===== config.mk =====
export PLATFORM = sky130hd
export DESIGN_NAME = sram_access_arbiter_flat
export DESIGN_NICKNAME = d
export VERILOG_FILES = /design/src/rtl/sram_access_arbiter_if.sv /design/src/rtl/sram_access_arbiter.sv /design/src/flat_wrapper.sv
export SDC_FILE = /design/constraint.sdc
export NUM_CORES = 1
export LEC_CHECK = 0
export ABC_AREA = 1
export BUFFER_PORTS_ARGS = -buffer_cell sky130_fd_sc_hd__buf_2
export CORE_UTILIZATION = 31
export DETAILED_ROUTE_END_ITERATION = 10
export GPL_ROUTABILITY_DRIVEN = 0
export PLACE_DENSITY = 0.62
export SKIP_LAST_GASP = 1
export SLEW_MARGIN = 20
export SYNTH_ARGS = -nofsm -noshare
export SYNTH_HDL_FRONTEND = slang
export SYNTH_SLANG_ARGS = --single-unit

===== constraint.sdc =====
create_clock -name clk -period 1.88 [get_ports clk]
set_clock_uncertainty 0.2 [all_clocks]
set_input_delay 0.094 -clock clk [delete_from_list [all_inputs] [get_ports clk]]
set_output_delay 0.094 -clock clk [all_outputs]
set_load 0.1 [all_outputs]

===== src/rtl/sram_access_arbiter_if.sv =====
// Requester and SRAM-controller handshake bundle for sram_access_arbiter.
interface sram_access_arbiter_if #(
    parameter int unsigned ADDR_W = 32,
    parameter int unsigned DATA_W = 32,
    parameter int unsigned LINE_W = 64
);
    logic              r0_re;
    logic              r0_we;
    logic [ADDR_W-1:0] r0_addr;
    logic [DATA_W-1:0] r0_wdata;
    logic              r0_done;
    logic              r1_re;
    logic              r1_we;
    logic [ADDR_W-1:0] r1_addr;
    logic [DATA_W-1:0] r1_wdata;
    logic              r1_done;
    logic [LINE_W-1:0] rdata;
    logic [1:0]        grant;
    logic              busy;
    logic              timeout_err;
    logic              mem_re;
    logic              mem_we;
    logic [ADDR_W-1:0] mem_addr;
    logic [DATA_W-1:0] mem_wdata;
    logic              mem_ready;
    logic [LINE_W-1:0] mem_rdata;

    // Arbiter side.
    modport slave (
        input  r0_re, r0_we, r0_addr, r0_wdata,
        input  r1_re, r1_we, r1_addr, r1_wdata,
        input  mem_ready, mem_rdata,
        output r0_done, r1_done, rdata, grant, busy, timeout_err,
        output mem_re, mem_we, mem_addr, mem_wdata
    );

    // Requester / controller environment side.
    modport master (
        output r0_re, r0_we, r0_addr, r0_wdata,
        output r1_re, r1_we, r1_addr, r1_wdata,
        output mem_ready, mem_rdata,
        input  r0_done, r1_done, rdata, grant, busy, timeout_err,
        input  mem_re, mem_we, mem_addr, mem_wdata
    );
endinterface


===== src/rtl/sram_access_arbiter.sv =====
// Round-robin arbiter sharing one SRAM controller port between the MEM stage
// (port 0) and the fetch/refill path (port 1), with a hung-access watchdog.
module sram_access_arbiter #(
    parameter int unsigned ADDR_W  = 32,
    parameter int unsigned DATA_W  = 32,
    parameter int unsigned LINE_W  = 64,
    parameter int unsigned TIMEOUT = 255
) (
    input  logic                  clk,
    input  logic                  rst,
    sram_access_arbiter_if.slave  bus
);
    localparam int unsigned CNT_W = (TIMEOUT == 0) ? 1 : $clog2(TIMEOUT + 1);
    localparam bit          WD_EN = (TIMEOUT != 0);

    typedef enum logic [1:0] {IDLE, ACCESS, DONE} state_t;

    state_t            state_q, state_d;
    logic              last_q, last_d;
    logic [1:0]        grant_q, grant_d;
    logic              busy_q, busy_d;
    logic              mem_re_q, mem_re_d;
    logic              mem_we_q, mem_we_d;
    logic [ADDR_W-1:0] mem_addr_q, mem_addr_d;
    logic [DATA_W-1:0] mem_wdata_q, mem_wdata_d;
    logic [LINE_W-1:0] rdata_q, rdata_d;
    logic              r0_done_q, r0_done_d;
    logic              r1_done_q, r1_done_d;
    logic              terr_q, terr_d;
    logic [CNT_W-1:0]  cnt_q, cnt_d;

    logic pend0_c, pend1_c, pick1_c;

    // Request decode and round-robin pick: port 1 wins alone, or when both
    // are pending and port 0 was granted last.
    always_comb begin
        pend0_c = bus.r0_re | bus.r0_we;
        pend1_c = bus.r1_re | bus.r1_we;
        pick1_c = pend1_c & (~pend0_c | ~last_q);
    end

    // Next-state and next-output logic.
    always_comb begin
        state_d     = state_q;
        last_d      = last_q;
        grant_d     = grant_q;
        busy_d      = busy_q;
        mem_re_d    = mem_re_q;
        mem_we_d    = mem_we_q;
        mem_addr_d  = mem_addr_q;
        mem_wdata_d = mem_wdata_q;
        rdata_d     = rdata_q;
        r0_done_d   = 1'b0;
        r1_done_d   = 1'b0;
        terr_d      = 1'b0;
        cnt_d       = cnt_q;
        case (state_q)
            IDLE: begin
                if (pend0_c | pend1_c) begin
                    grant_d     = pick1_c ? 2'b10 : 2'b01;
                    busy_d      = 1'b1;
                    mem_addr_d  = pick1_c ? bus.r1_addr : bus.r0_addr;
                    mem_wdata_d = pick1_c ? bus.r1_wdata : bus.r0_wdata;
                    mem_we_d    = pick1_c ? bus.r1_we : bus.r0_we;
                    mem_re_d    = ~mem_we_d;
                    cnt_d       = '0;
                    state_d     = ACCESS;
                end
            end
            ACCESS: begin
                if (bus.mem_ready) begin
                    rdata_d   = bus.mem_rdata;
                    mem_re_d  = 1'b0;
                    mem_we_d  = 1'b0;
                    r0_done_d = grant_q[0];
                    r1_done_d = grant_q[1];
                    state_d   = DONE;
                end else if (WD_EN && (cnt_q == CNT_W'(TIMEOUT))) begin
                    rdata_d   = '0;
                    mem_re_d  = 1'b0;
                    mem_we_d  = 1'b0;
                    terr_d    = 1'b1;
                    r0_done_d = grant_q[0];
                    r1_done_d = grant_q[1];
                    state_d   = DONE;
                end else if (WD_EN) begin
                    cnt_d = cnt_q + CNT_W'(1);
                end
            end
            DONE: begin
                last_d  = grant_q[1];
                grant_d = 2'b00;
                busy_d  = 1'b0;
                state_d = IDLE;
            end
            default: state_d = IDLE;
        endcase
    end

    // State and output registers.
    always_ff @(posedge clk or negedge rst) begin
        if (!rst) begin
            state_q     <= IDLE;
            last_q      <= 1'b1;
            grant_q     <= 2'b00;
            busy_q      <= 1'b0;
            mem_re_q    <= 1'b0;
            mem_we_q    <= 1'b0;
            mem_addr_q  <= '0;
            mem_wdata_q <= '0;
            rdata_q     <= '0;
            r0_done_q   <= 1'b0;
            r1_done_q   <= 1'b0;
            terr_q      <= 1'b0;
            cnt_q       <= '0;
        end else begin
            state_q     <= state_d;
            last_q      <= last_d;
            grant_q     <= grant_d;
            busy_q      <= busy_d;
            mem_re_q    <= mem_re_d;
            mem_we_q    <= mem_we_d;
            mem_addr_q  <= mem_addr_d;
            mem_wdata_q <= mem_wdata_d;
            rdata_q     <= rdata_d;
            r0_done_q   <= r0_done_d;
            r1_done_q   <= r1_done_d;
            terr_q      <= terr_d;
            cnt_q       <= cnt_d;
        end
    end

    assign bus.grant       = grant_q;
    assign bus.busy        = busy_q;
    assign bus.mem_re      = mem_re_q;
    assign bus.mem_we      = mem_we_q;
    assign bus.mem_addr    = mem_addr_q;
    assign bus.mem_wdata   = mem_wdata_q;
    assign bus.rdata       = rdata_q;
    assign bus.r0_done     = r0_done_q;
    assign bus.r1_done     = r1_done_q;
    assign bus.timeout_err = terr_q;
endmodule


===== src/flat_wrapper.sv =====
// flat-port wrapper written by rule: the top's interface ports become plain ports
module sram_access_arbiter_flat 
#(
    parameter int unsigned ADDR_W  = 32,
    parameter int unsigned DATA_W  = 32,
    parameter int unsigned LINE_W  = 64,
    parameter int unsigned TIMEOUT = 255
)
  (clk, rst, bus_r0_re, bus_r0_we, bus_r0_addr, bus_r0_wdata, bus_r1_re, bus_r1_we, bus_r1_addr, bus_r1_wdata, bus_mem_ready, bus_mem_rdata, bus_r0_done, bus_r1_done, bus_rdata, bus_grant, bus_busy, bus_timeout_err, bus_mem_re, bus_mem_we, bus_mem_addr, bus_mem_wdata);
  sram_access_arbiter_if #(.ADDR_W(ADDR_W), .DATA_W(DATA_W), .LINE_W(LINE_W)) bus_i ();
  input  logic clk;
  input  logic rst;
  input wire logic [$bits(bus_i.r0_re)-1:0] bus_r0_re;
  input wire logic [$bits(bus_i.r0_we)-1:0] bus_r0_we;
  input wire logic [$bits(bus_i.r0_addr)-1:0] bus_r0_addr;
  input wire logic [$bits(bus_i.r0_wdata)-1:0] bus_r0_wdata;
  input wire logic [$bits(bus_i.r1_re)-1:0] bus_r1_re;
  input wire logic [$bits(bus_i.r1_we)-1:0] bus_r1_we;
  input wire logic [$bits(bus_i.r1_addr)-1:0] bus_r1_addr;
  input wire logic [$bits(bus_i.r1_wdata)-1:0] bus_r1_wdata;
  input wire logic [$bits(bus_i.mem_ready)-1:0] bus_mem_ready;
  input wire logic [$bits(bus_i.mem_rdata)-1:0] bus_mem_rdata;
  output wire logic [$bits(bus_i.r0_done)-1:0] bus_r0_done;
  output wire logic [$bits(bus_i.r1_done)-1:0] bus_r1_done;
  output wire logic [$bits(bus_i.rdata)-1:0] bus_rdata;
  output wire logic [$bits(bus_i.grant)-1:0] bus_grant;
  output wire logic [$bits(bus_i.busy)-1:0] bus_busy;
  output wire logic [$bits(bus_i.timeout_err)-1:0] bus_timeout_err;
  output wire logic [$bits(bus_i.mem_re)-1:0] bus_mem_re;
  output wire logic [$bits(bus_i.mem_we)-1:0] bus_mem_we;
  output wire logic [$bits(bus_i.mem_addr)-1:0] bus_mem_addr;
  output wire logic [$bits(bus_i.mem_wdata)-1:0] bus_mem_wdata;
  assign bus_i.r0_re = bus_r0_re;
  assign bus_i.r0_we = bus_r0_we;
  assign bus_i.r0_addr = bus_r0_addr;
  assign bus_i.r0_wdata = bus_r0_wdata;
  assign bus_i.r1_re = bus_r1_re;
  assign bus_i.r1_we = bus_r1_we;
  assign bus_i.r1_addr = bus_r1_addr;
  assign bus_i.r1_wdata = bus_r1_wdata;
  assign bus_i.mem_ready = bus_mem_ready;
  assign bus_i.mem_rdata = bus_mem_rdata;
  assign bus_r0_done = bus_i.r0_done;
  assign bus_r1_done = bus_i.r1_done;
  assign bus_rdata = bus_i.rdata;
  assign bus_grant = bus_i.grant;
  assign bus_busy = bus_i.busy;
  assign bus_timeout_err = bus_i.timeout_err;
  assign bus_mem_re = bus_i.mem_re;
  assign bus_mem_we = bus_i.mem_we;
  assign bus_mem_addr = bus_i.mem_addr;
  assign bus_mem_wdata = bus_i.mem_wdata;
  sram_access_arbiter #(.ADDR_W(ADDR_W), .DATA_W(DATA_W), .LINE_W(LINE_W), .TIMEOUT(TIMEOUT)) u_core (.clk(clk), .rst(rst), .bus(bus_i));
endmodule

==> results of run 1 <==
[path summary, 6_finish.rpt]
check / from / cells after the start / slack (ps) / to
worst max-delay path: bus_r1_re / 8 / 70 / u_core.bus.mem_re
worst min-delay path: bus_r0_re / 6 / 150 / u_core.bus.busy
worst max register to register: u_core.state_q[1] / 5 / 100 / u_core.bus.rdata[7]
worst min register to register: u_core.bus.rdata[38] / 2 / 260 / u_core.bus.rdata[38]
max in group asynchronous: rst / 4 / 320 / u_core.bus.grant[1]
min in group asynchronous: rst / 3 / 530 / u_core.bus.rdata[61]
[kinds of logic (layout without fill, tap and decap cells)]
family	Yosys count	count (layout)	synth area share
flops	147	147	0.547
fa+ha+maj	1	1	0.00186
buf+inv	72	605	0.0489
compound gates	10	10	0.00837
simple gates	653	653	0.394
[synthesized netlist by cell type]
library cell,instances
a21o_1,1
a21oi_1,3
buf_1,6
buf_2,26
buf_4,1
buf_6,3
clkbuf_1,22
dfrtp_1,146
dfstp_2,1
ha_1,1
inv_1,12
inv_2,2
nand2_1,487
nand2_2,1
nand3_1,144
nand4_1,1
nor2_1,17
nor2_4,1
nor3_1,2
o21a_1,1
o21ai_0,3
o21ai_1,1
o22ai_1,1
[state kept, by name (all words and copies together) (netlist names), 2 cells and up]
signal and cells:
u_core.bus.mem_wdata 32, u_core.bus.rdata 64, u_core.bus.mem_addr 32, u_core.cnt_q 8, u_core.state_q 2, u_core.bus.grant 2
[final cells by class]
type	count	share of cell area
Inverter	14	0.00462
Timing Repair Buffer	559	0.352
Tap cell	275	0.0302
Clock inverter	14	0.0113
Sequential cell	147	0.323
Clock buffer	18	0.0377
Multi-Input combinational cell	664	0.241
[metal layers]
metal / GRT usage / vias up / share of wire
met5: 0 / - / 0
met4: 0.161 / 0 / 0.060
met3: 0.0520 / 128 / 0.055
met2: 0.375 / 389 / 0.49
met1: 0.252 / 3582 / 0.39
li1: - / 3811 / -
[repair_timing]
action / 4_1_cts / 5_1_grt
resized for setup: 0 / 8
hold buffers: 203 / 0
hold endpoints to repair: 278 / 0
setup buffers: 0 / 2
setup endpoints to repair: 0 / 96
[worst reg2reg max path, stage by stage (launching register included)]
cell           delay, ps
dfrtp_1              420
nor2_4               200
buf_6                190
nand3_1               80
dlygate4sd3_1        570
nand2_1               70
[per-stage QoR]
step	hold WS, ps	setup slack (ps)
6_report	150	74.5
5_1_grt	178	3.95
4_1_cts	130	88.4
3_5_place_dp	-118	105
3_3_place_gp	-119	156
2_1_floorplan	-402	223
==> results_dict.tcl, run 1 <==
set metrics [dict create \
    path_cells "dlygate4sd3_1, buf_2, nor2_1, nand4_1, dlygate4sd3_1, nand3_1, nand2_1, nand2_1" \
    htreeDepth 4 \
    grt_pass1_vias 8136 \
    syn_avg_cell_area_um2 7.61 \
    pin_count 335 \
    dpl.cell_count 1454 \
    clkTransAtPathRegs_ps 60 \
    drt_wl_total_mm 24.8 \
    final_cell_area_mm2 0.0114 \
    cpPeakStageDelay_ps 580 \
    mostFrequentLayoutCells "nand2_1, buf_2, dlygate4sd3_1" \
    portBuffers 334 \
    wl_per_cell_um 14.7 \
    ys_warn_count 0 \
    fp-row-count 53 \
    multiInputGateArea_mm2 0.00275 \
    arrival_ps 1960 \
    crit_path_start_kind "input pin" \
    synthCells 883 \
    cts-buffers-inserted 17 \
    path_class "in2reg" \
    report.final.slew_viol_count 0 \
    fmax_mhz 554 \
    start_util 0.318 \
    synth_top_area_cell "dfrtp_1" \
    antenna_found_initial 0 \
    seq_area_mm2 0.00368 \
    stdcell_count 1691 \
    clkSinkCount 147 \
    synth.cell_area_mm2 0.00672 \
    crit_buf_inv 3 \
    fill_cells 1869 \
    synth_top_area_frac 0.543 \
    synth-seq-area-share 0.547 \
    synth_nets 1083 \
    worst_pin_slew_ps 570 \
    via_count 7910 \
    grtUsageTotal 0.225 \
    area_growth_pct 69.3 \
    fin_crit_ps 1810 \
    critPathSlowestCell "dlygate4sd3_1" \
    clockBufferDepth 2 \
    antennaDiodeCount 0 \
    tns_ps 0 \
    ant_nets 0 \
    die-area_mm2 0.0223 \
    dp_hpwl_mm 14.3 \
    cts_tree "done" \
    gr-total-overflow 0 \
    final_layout_size_suffix_gt1_frac 0.282 \
    fp.dieW_um 149 \
    synth_cell_types 23 \
    fin_nets 1603 \
    drtPass1Iterations 8 \
    rsz0062_at_grt "false" \
    grt_max_degree 68 \
    core-area_mm2 0.0212 \
    slew-limit-headroom 0.620 \
    critPathTopFamily "buffers and inverters" \
    finalCritPeriodShare 0.960 \
    drtIter0Drc 515 \
    worstSkewPairLatency_ps 410 \
    ctsRootBufferMaster "clkbuf_16" \
    status "complete, no violations" \
    hold_viol_final 0 \
    endpoint_kind "flop" \
    layout_commonest_cell "nand2_1" \
    min_path_type "in2reg" \
    ys_ff_latch 147 \
    grt_pass1_wl_mm 39.3 \
    die_y_um 149 \
    vias_per_cell 4.68 \
    cp_max_fo 3 \
    drv_cap 0 \
    fin_util 0.538 \
    drc 0 \
    synth_area_leaders "dfrtp_1, nand2_1, nand3_1" \
    setup_viol 0 \
    required_ps 2030 \
    dpl_cell_area_mm2 0.00875 \
]
Power of run 1 is left out: the tool's default activity adds up to more than one toggle a clock period on the data nets, which glitch-free logic cannot reach.
==> run 2, diff against run 1 <==
Settings changed: GPL_TIMING_DRIVEN set to 0.
==> results_dict.tcl, run 2 (synthesis results as in run 1) <==
set metrics [dict create \
    status "complete, but fails checks" \
    violations "negative hold slack" \
    pin_count 335 \
    final_layout_size_suffix_gt1_frac 0.286 \
    final_cell_area_mm2 0.0114 \
    arrival_ps 2000 \
    required_ps 2030 \
    die_y_um 149 \
    cts_hold_buf 193 \
    report.final.slew_viol_count 0 \
    grt_max_degree 84 \
    grtUsageTotal 0.233 \
    cts_tree "done" \
    seq_area_mm2 0.00368 \
    wl_per_cell_um 15.0 \
    stdcell_count 1722 \
    area_growth_pct 69.0 \
    multiInputGateArea_mm2 0.00274 \
    portBuffers 334 \
    drc 0 \
    dp_hpwl_mm 16.7 \
    path_class "reg2reg" \
    via_count 8032 \
    antenna_found_initial 0 \
    finalCritPeriodShare 0.981 \
    setup_viol 0 \
    hold_viol_final 4 \
    dpl_cell_area_mm2 0.00878 \
    drtPass1Iterations 5 \
    slew-limit-headroom 0.574 \
    fp.dieW_um 149 \
    layout_commonest_cell "nand2_1" \
    htreeDepth 4 \
    endpoint_kind "flop" \
    fp-row-count 53 \
    cts-buffers-inserted 17 \
    drtIter0Drc 465 \
    min_path_type "in2reg" \
    vias_per_cell 4.66 \
    cp_max_fo 10 \
    die-area_mm2 0.0223 \
    worst_pin_slew_ps 639 \
    fin_nets 1634 \
    rsz0062_at_grt "true" \
    core-area_mm2 0.0212 \
    start_util 0.318 \
    largest_reg_flops 64 \
    mostFrequentLayoutCells "nand2_1, buf_2, dlygate4sd3_1" \
    fin_crit_ps 1840 \
    clockBufferDepth 2 \
    drt_wl_total_mm 25.9 \
    antennaDiodeCount 0 \
    ant_nets 0 \
    fmax_mhz 542 \
    ctsRootBufferMaster "clkbuf_16" \
    grt_pass1_wl_mm 40.2 \
    crit_path_start_kind "flop" \
    tns_ps 0 \
    clkSinkCount 147 \
    grt_pass1_vias 7978 \
    clkTransAtPathRegs_ps 60 \
    holdWs_ps -203 \
    dpl.cell_count 1493 \
    fill_cells 1905 \
    drv_cap 0 \
    worstSkewPairLatency_ps 420 \
    gr-total-overflow 0 \
]
[run 2: area by class of cell]
type,count,area share
clock inverters,15,0.0127
plain buffers,58,0.0268
inverters,14,0.00463
flip-flops and latches,147,0.324
repair buffers,532,0.323
well taps,275,0.0303
multi-input cells,664,0.241
clock buffers,17,0.0374
[run 2: repair_timing]
action | in CTS | in global routing
hold endpoints to repair | 277 | 2
pin swaps | 1 | 2
buffers inserted | 0 | 4
endpoints found under the setup margin | 66 | 120
gates resized for setup | 5 | 17
[run 2: worst paths after layout]
path | startpoint | endpoint | slack, ps | depth (start not counted)
max in group asynchronous | rst | u_core.bus.mem_addr[31] | 670 | 3
min in group asynchronous | rst | u_core.bus.rdata[61] | 0 | 2
setup / recovery | u_core.last_q | u_core.bus.mem_wdata[13] | 40 | 8
hold / removal | bus_r1_we | u_core.bus.mem_re | -200 | 4
setup reg to reg | u_core.last_q | u_core.bus.mem_wdata[13] | 40 | 8
hold reg to reg | u_core.bus.rdata[63] | u_core.bus.rdata[63] | 260 | 2
[run 2: metrics by stage]
step	hold WS, ps	utilization	worst slack [ps]
after global routing	-206	0.537	-71.3
after detailed placement	-115	0.415	-364
after global placement	127	0.413	-1770
after CTS	-227	0.534	5.52
after floorplan	-402	-	223
final	-203	0.537	36.3
[run 2: metal layers]
layer | share of wire | routed length (µm) | GRT usage | vias to the layer above
li1 | - | - | - | 3878
met1 | 0.40 | 10400 | 0.280 | 3664
met3 | 0.056 | 1450 | 0.0602 | 107
met4 | 0.053 | 1380 | 0.142 | 0
met2 | 0.49 | 12600 | 0.374 | 383
met5 | 0 | 0 | 0 | -
[run 2: worst max-delay path, cell delays in order, from the launching register on]
cell     delay (ps)
dfstp_2         540
o21ai_2         110
nand2_2         150
buf_4           230
buf_4           220
nand2_1         110
nand2_1         100
nand2_1          60
nand2_1          60
Power of run 2 is left out for the same reason.
==> run 3, diff against run 2 <==
Clock period 1.88 ns to 1.7 ns, I/O delays scaled along.
==> results_dict.tcl, run 3 (synthesis results as in run 1) <==
set metrics [dict create \
    grt_pass1_wl_mm 40.8 \
    status "complete, but fails checks" \
    pin_count 335 \
    die-area_mm2 0.0223 \
    holdWs_ps -215 \
    path_depth 10 \
    final_layout_size_suffix_gt1_frac 0.318 \
    grtUsageTotal 0.237 \
    rsz0062_at_grt "true" \
    clkSinkCount 147 \
    violations "negative hold slack, negative setup slack" \
    htreeDepth 4 \
    area_growth_pct 74.7 \
    clockBufferDepth 2 \
    wl_per_cell_um 15.4 \
    cp-endpoint "u_core.bus.rdata[55]" \
    place_ws_ps -544 \
    arrival_ps 1840 \
    mostFrequentLayoutCells "nand2_1, buf_2, dlygate4sd3_1" \
    critPathTopFamily "simple AND/OR/NAND/NOR gates" \
    finalCritPeriodShare 1.01 \
    largest_reg_flops 64 \
    ctsRootBufferMaster "clkbuf_16" \
    drc 0 \
    crit_path_start_kind "flop" \
    worstSkewPairLatency_ps 430 \
    dp_hpwl_mm 16.7 \
    layout_commonest_cell "nand2_1" \
    slew-limit-headroom 0.639 \
    min_path_type "in2reg" \
    gr-total-overflow 0 \
    core-area_mm2 0.0212 \
    fp-row-count 53 \
    drv_cap 0 \
    portBuffers 334 \
    grt_pass1_vias 8157 \
    cts_tree "done" \
    cts-buffers-inserted 17 \
    worst_pin_slew_ps 545 \
    cpPeakStageDelay_ps 400 \
    antenna_found_initial 0 \
    drtPass1Iterations 8 \
    r2r_start "u_core.cnt_q[1]" \
    setup_viol 15 \
    path_class "reg2reg" \
    r2r-end "u_core.bus.rdata[55]" \
    required_ps 1820 \
    fin_crit_ps 1720 \
    drtIter0Drc 480 \
    via_count 8147 \
    cp_max_fo 8 \
    rr_worst_depth 10 \
    finalWorstSetupSlack_ps -19.1 \
    grt_max_degree 84 \
    fp.dieW_um 149 \
    fin_nets 1651 \
    cts_hold_buf 193 \
    drt_wl_total_mm 26.7 \
    ant_nets 0 \
    critPathSlowestCell "dfrtp_1" \
    start_util 0.318 \
    fmax_mhz 582 \
    startpoint "u_core.cnt_q[1]" \
    clkTransAtPathRegs_ps 70 \
    crit_buf_inv 2 \
    hold_viol_final 11 \
    die_y_um 149 \
    path_cells "ha_4, nand2_4, nor2_4, nand2_2, nand2_4, nand2_4, buf_12, buf_8, nand2_2, nand2_2" \
    report.final.slew_viol_count 0 \
    r2r_slack_ps -20 \
    endpoint_kind "flop" \
    vias_per_cell 4.68 \
    antennaDiodeCount 0 \
]
## run 3: cell types whose count changed in the layout (fill, tap and decap cells not counted), sizes merged
cell    before  now
buf        369  389
clkbuf      45   42
## run 3: final cells by class
type	instances	area, µm²
inverters	14	52.6
multi-input cells	664	2840
flip-flops and latches	147	3680
repair buffers	550	3870
clock inverters	15	144
fillers	1866	9410
plain buffers	57	389
well taps	275	344
clock buffers	17	425
## run 3: stage by stage
step / utilization / cell area [µm²] / TNS [ps] / std cells
2_1_floorplan: - / 6720 / 0 / 883
3_3_place_gp: 0.413 / 8740 / -311380 / 1492
3_5_place_dp: 0.415 / 8780 / -30720 / 1493
4_1_cts: 0.544 / 11500 / -143 / 1736
5_1_grt: 0.555 / 11700 / -3230 / 1739
6_report: 0.555 / 11700 / -102 / 1739
## run 3: what timing repair did
action | CTS | global route
pin swaps | 2 | 6
setup endpoints to repair | 144 | 137
resized for setup | 39 | 65
hold endpoints to repair | 277 | 2
gates cloned | 4 | 2
setup buffers | 14 | 4
## run 3: worst min-delay path, stage by stage
cell and delay, ps:
buf_2 100, nand2_1 60, nand3_1 70, nand2_1 50
## run 3: metal layers
| layer | up-vias | GRT usage | wire (µm) | part of all wire |
|---|---|---|---|---|
| li1 | 3903 | - | - | - |
| met1 | 3728 | 0.281 | 10600 | 0.40 |
| met2 | 399 | 0.386 | 13100 | 0.49 |
| met3 | 117 | 0.0602 | 1630 | 0.061 |
| met4 | 0 | 0.144 | 1390 | 0.052 |
| met5 | - | 0 | 0 | 0 |
## run 3: how the worst min path moves through the flow
| stage | from | endpoint | cells past startpoint |
|---|---|---|---|
| after floorplan | rst | u_core.bus.busy | 0 |
| after global placement | bus_mem_rdata[12] | u_core.bus.rdata[12] | 3 |
| after detailed placement | rst | u_core.bus.rdata[60] | 1 |
| after CTS | bus_r1_we | u_core.bus.mem_re | 4 |
| after global routing | bus_r1_we | u_core.bus.mem_re | 4 |
| final | bus_r1_we | u_core.bus.mem_re | 4 |
Power of run 3 is left out for the same reason.
